File: src/rtl/io_uart_tx.sv
// io_uart_tx: byte FIFO feeding an 8N1 serializer. Bytes arrive as single-cycle
// write strobes from the CPU store path, and the transmit line idles high.
module io_uart_tx #(
    parameter int BAUD_DIV = 434,
    parameter int FIFO_AW  = 4
) (
    input  logic       clk,
    input  logic       rst,
    input  logic [7:0] uart_io_char,
    input  logic       uart_io_we,
    output logic       uart_io_full,
    output logic       tx,
    output logic       tx_busy,
    output logic       tx_fifo_overrun
);

    localparam int                 DEPTH    = 1 << FIFO_AW;
    localparam logic [15:0]        BAUD_LD  = 16'(BAUD_DIV - 1);
    localparam logic [FIFO_AW:0]   CNT_FULL = (FIFO_AW + 1)'(DEPTH);
    localparam logic [FIFO_AW:0]   CNT_ONE  = 1;
    localparam logic [FIFO_AW-1:0] PTR_ONE  = 1;

    typedef enum logic [1:0] {IDLE, START, DATA, STOP} state_t;

    logic [7:0]         mem_q [DEPTH];
    logic [FIFO_AW-1:0] wr_ptr_q, wr_ptr_d, rd_ptr_q, rd_ptr_d;
    logic [FIFO_AW:0]   cnt_q, cnt_d;
    logic               ovr_q, ovr_d;

    state_t             state_q, state_d;
    logic [15:0]        baud_q, baud_d;
    logic [2:0]         bit_q, bit_d;
    logic [7:0]         sh_q, sh_d;
    logic               tx_q, tx_d;

    logic               wr_en, pop, expire;

    // The full flag comes straight from the count register, so a write that
    // coincides with a pop while full is still dropped.
    assign uart_io_full    = (cnt_q == CNT_FULL);
    assign wr_en           = uart_io_we && !uart_io_full;
    assign expire          = (baud_q == 16'd0);
    assign tx              = tx_q;
    assign tx_busy         = (state_q != IDLE) || (cnt_q != '0);
    assign tx_fifo_overrun = ovr_q;

    // FIFO pointer, occupancy and sticky-overrun next state
    always_comb begin
        wr_ptr_d = wr_ptr_q;
        rd_ptr_d = rd_ptr_q;
        cnt_d    = cnt_q;
        ovr_d    = ovr_q;
        if (wr_en) wr_ptr_d = wr_ptr_q + PTR_ONE;
        if (pop)   rd_ptr_d = rd_ptr_q + PTR_ONE;
        if (wr_en && !pop)      cnt_d = cnt_q + CNT_ONE;
        else if (!wr_en && pop) cnt_d = cnt_q - CNT_ONE;
        if (uart_io_we && uart_io_full) ovr_d = 1'b1;
    end

    // FIFO storage; contents need no reset because the count gates every read
    always_ff @(posedge clk) begin
        if (wr_en) mem_q[wr_ptr_q] <= uart_io_char;
    end

    // Serializer next state; tx_d is the line value for the coming cycle so tx stays registered
    always_comb begin
        state_d = state_q;
        baud_d  = baud_q;
        bit_d   = bit_q;
        sh_d    = sh_q;
        tx_d    = tx_q;
        pop     = 1'b0;
        unique case (state_q)
            IDLE: begin
                tx_d = 1'b1;
                if (cnt_q != '0) begin
                    pop     = 1'b1;
                    sh_d    = mem_q[rd_ptr_q];
                    bit_d   = 3'd0;
                    baud_d  = BAUD_LD;
                    state_d = START;
                    tx_d    = 1'b0;
                end
            end
            START: begin
                if (expire) begin
                    baud_d  = BAUD_LD;
                    bit_d   = 3'd0;
                    state_d = DATA;
                    tx_d    = sh_q[0];
                end else begin
                    baud_d = baud_q - 16'd1;
                end
            end
            DATA: begin
                if (expire) begin
                    baud_d = BAUD_LD;
                    sh_d   = {1'b0, sh_q[7:1]};
                    if (bit_q == 3'd7) begin
                        state_d = STOP;
                        tx_d    = 1'b1;
                    end else begin
                        bit_d = bit_q + 3'd1;
                        tx_d  = sh_q[1];
                    end
                end else begin
                    baud_d = baud_q - 16'd1;
                end
            end
            STOP: begin
                if (expire) begin
                    baud_d  = BAUD_LD;
                    state_d = IDLE;
                    tx_d    = 1'b1;
                end else begin
                    baud_d = baud_q - 16'd1;
                end
            end
            default: state_d = IDLE;
        endcase
    end

    // State registers; reset aborts any frame and discards queued bytes
    always_ff @(posedge clk or posedge rst) begin
        if (rst) begin
            wr_ptr_q <= '0;
            rd_ptr_q <= '0;
            cnt_q    <= '0;
            ovr_q    <= 1'b0;
            state_q  <= IDLE;
            baud_q   <= '0;
            bit_q    <= '0;
            sh_q     <= '0;
            tx_q     <= 1'b1;
        end else begin
            wr_ptr_q <= wr_ptr_d;
            rd_ptr_q <= rd_ptr_d;
            cnt_q    <= cnt_d;
            ovr_q    <= ovr_d;
            state_q  <= state_d;
            baud_q   <= baud_d;
            bit_q    <= bit_d;
            sh_q     <= sh_d;
            tx_q     <= tx_d;
        end
    end

endmodule

File: config.mk
export PLATFORM = sky130hd
export DESIGN_NAME = io_uart_tx
export DESIGN_NICKNAME = d
export VERILOG_FILES = /design/src/rtl/io_uart_tx.sv
export SDC_FILE = /design/constraint.sdc
export NUM_CORES = 1
export LEC_CHECK = 0
export ABC_AREA = 0
export ABC_CLOCK_PERIOD_IN_PS = 3260
export CAP_MARGIN = 20
export CORE_MARGIN = 2
export CORE_UTILIZATION = 46
export DETAILED_ROUTE_END_ITERATION = 6
export HOLD_SLACK_MARGIN = 0.08
export PLACE_DENSITY = 0.62
export SYNTH_ARGS = -nofsm -noshare
export SYNTH_HDL_FRONTEND = slang
export SYNTH_SLANG_ARGS = --single-unit
export TNS_END_PERCENT = 100
File: constraint.sdc
create_clock -name clk -period 3.26 [get_ports clk]
set_clock_uncertainty 0.15 [all_clocks]
set_input_delay 0.652 -clock clk [delete_from_list [all_inputs] [get_ports clk]]
set_output_delay 0.652 -clock clk [all_outputs]
set_load 0.005 [all_outputs]
==> flow_summary.json <==
{
  "area_growth_pct": 15.6,
  "relSlewSlack_pct": 30.2,
  "period_needed_ns": 3.13,
  "start_util_pct": 46.9,
  "setup.worst_path.class": "reg2reg",
  "worst_ep_arrival_time_ns": 3.28,
  "overflow": 0,
  "drc_errors": 0,
  "cp-start-kind": "register",
  "wl_per_cell_um": 19.2,
  "yosysTopAreaCellShare_pct": 51.8,
  "worstSkewPairLatency_ns": 0.43,
  "cap_violations": 0,
  "worst-path-max-fanout": 5,
  "firstDrtPassIters": 5,
  "clock_sinks": 172,
  "end_kind": "register",
  "synth_flop_cell": "edfxtp_1",
  "synth_nets": 512,
  "cts_root_buf": "clkbuf_16",
  "routed_via_density": 5.55,
  "ys_seq_area_share_pct": 66.6,
  "hpwl_mm": 9.50,
  "hp-class": "reg2reg",
  "synth_edf_count": 128,
  "io_buffers": 14,
  "synth.area.top_cells": "edfxtp_1 52%, dfrtp_1 14%, mux4_2 8.8%, ha_1 2.9%, mux2i_1 2.3%",
  "die_y_um": 131,
  "leakage_nw": 3.13,
  "syn_inst": 483,
  "clock.fmax_mhz": 320,
  "peakVddDrop_mv": 0.418,
  "antenna_cells": 0,
  "gp_congestion": 0.811,
  "dieArea_um2": 17200,
  "fin_setup_tns_ns": 0,
  "coreArea_um2": 15800,
  "yosysWarnings": 0,
  "die_w_um": 131,
  "synth_cell_types": 55,
  "timing.final.ws_setup_ns": 0.132,
  "place_ws_ns": 0.149,
  "pin_count": 15,
  "drive_above_1_share_pct": 19.5,
  "ys_ff_latch": 172,
  "postSynthAreaPerCell_um2": 15.4,
  "synthArstFlopShare_pct": 25.6,
  "status": "finished clean",
  "p_per_area_nw_per_um2": 867,
  "grt_antenna_before_repair": 0,
  "grt_pass1_wl_mm": 23.2,
  "post_cts_buffers": 0,
  "antenna_left": 0,
  "drt-initial-drc-count": 281,
  "wirelength_mm": 14.4,
  "vias": 4165,
  "clk_path_buf_depth": 2,
  "grt_util_all_layers_pct": 18.6,
  "cts-buffers-inserted": 17,
  "setup_viol": 0,
  "worst_pin_slew_ns": 1.03,
  "grt_max_degree": 32,
  "cts-htree-levels": 4,
  "netlist_area_um2": 7420,
  "rsz0062_at_grt": "false",
  "num-nets-final": 550,
  "cts_tree": "built",
  "hold_ws_ns": 0.303,
  "hold_viol_final": 0,
  "finalCritPeriodShare_pct": 95.9,
  "cp_data_required_time_ns": 3.42,
  "num_rows": 46,
  "fillerInstances": 1293,
  "grt_pass1_vias": 4316,
  "yosysTopAreaCell": "edfxtp_1",
  "finalMaxSlewViolations": 0,
  "clk_pin_slew_ns": 0.07
}
## state kept, by name (all words and copies together) (netlist names)
register / flops
rd_ptr_q: 4
tx: 1
bit_q: 3
wr_ptr_q: 4
state_q: 2
baud_q: 16
tx_fifo_overrun: 1
cnt_q: 5
sh_q: 8
mem_q: 128
## path summary, 6_finish.rpt
path | startpoint | endpoint | slack [ns] | cells past startpoint
min in group asynchronous | rst | wr_ptr_q[1] | 0.42 | 2
max in group asynchronous | rst | tx | 1.95 | 3
worst max register to register | cnt_q[0] | cnt_q[4] | 0.13 | 11
worst min register to register | tx_fifo_overrun | tx_fifo_overrun | 0.30 | 1
worst max-delay path | cnt_q[0] | cnt_q[4] | 0.13 | 11
worst min-delay path | tx_fifo_overrun | tx_fifo_overrun | 0.30 | 1
## power by group
part | switching [mW] | internal [mW] | total, mW
clock | 0.956 | 1.11 | 2.07
sequential | 0.329 | 2.73 | 3.06
combinational | 1.20 | 1.11 | 2.31
total | 2.48 | 4.95 | 7.44
## through the flow
step | power, mW | instance area, µm² | cells | utilization (%)
floorplan | 4.73 | 7420 | 483 | -
global placement | 5.35 | 7970 | 718 | 50.3
detailed placement | 5.43 | 7970 | 718 | 50.3
CTS | 7.51 | 8580 | 750 | 54.2
global route | 7.87 | 8580 | 750 | 54.2
finish | 7.44 | 8580 | 750 | 54.2
## cells in the final DEF, fill, tap and decap left out, types with 10 or more instances in the layout
cell type and count:
xnor2_1 10, inv_1 10, clkdlybuf4s50_1 14, nor2_1 39
o21ai_0 14, edfxtp_1 128, a21oi_1 15, ha_1 17
mux2i_1 17, dfrtp_1 41, nand2_1 31, buf_4 27
mux4_2 29, clkbuf_16 17
## worst max-delay path, cell delays in order, from the launching register on
cell     delay [ns]
dfrtp_2        0.45
or4_4          0.59
o21a_1         0.25
inv_1          0.14
ha_1           0.20
inv_1          0.11
fa_1           0.42
a21o_1         0.19
a21oi_1        0.18
xnor2_1        0.13
nor2_1         0.06
xor2_1         0.14
## what timing repair did
| item | in CTS | in global routing |
|---|---|---|
| resized for setup | 0 | 1 |
| setup endpoints to repair | 0 | 1 |
| hold buffers | 0 | 0 |
| endpoints found under the hold margin | 0 | 0 |
## per-layer routing
metal | global-route usage [%] | vias up | share of wire (%)
met5 | 0 | - | 0
met3 | 4.64 | 12 | 4.5
met1 | 24.0 | 2135 | 44
met4 | 6.20 | 0 | 1.2
li1 | - | 1940 | -
met2 | 31.2 | 78 | 51
## cells by family (layout without fill, tap and decap cells)
family | after synthesis | count (layout) | synth area share [%]
muxes | 49 | 49 | 11.5
AOI/OAI and AO/OA | 74 | 74 | 6.49
and+or+nand+nor | 118 | 118 | 8.24
adders and majority gates | 18 | 18 | 3.14
buffers and inverters | 36 | 87 | 2.06
xor gates and xnor gates | 16 | 16 | 1.89
DFF | 172 | 172 | 66.6
## synthesized netlist by cell type (5+ instances only)
library cell,count
clkbuf_1,11
nand3_1,9
a31oi_1,6
mux4_2,29
dfrtp_1,43
nor3_1,9
xor2_1,6
nand2_1,31
nor2_1,39
o22ai_1,8
inv_1,11
a211o_1,6
ha_1,17
o21ai_0,14
xnor2_1,10
buf_1,6
a21oi_1,15
edfxtp_1,128
mux2i_1,17
nand4_1,6
nor4_1,5
buf_2,5
## final cells by class
cell class              count  area (µm²)  share of cell area [%]
well taps                 216         270                    3.15
flip-flops and latches    172        4950                    57.7
multi-input cells         275        2320                    27.1
clock buffers              17         425                    4.96
repair buffers             43         383                    4.46
inverters                  12        45.0                   0.525
clock inverters            15         183                    2.13
Power figures use the tool's default switching activity.
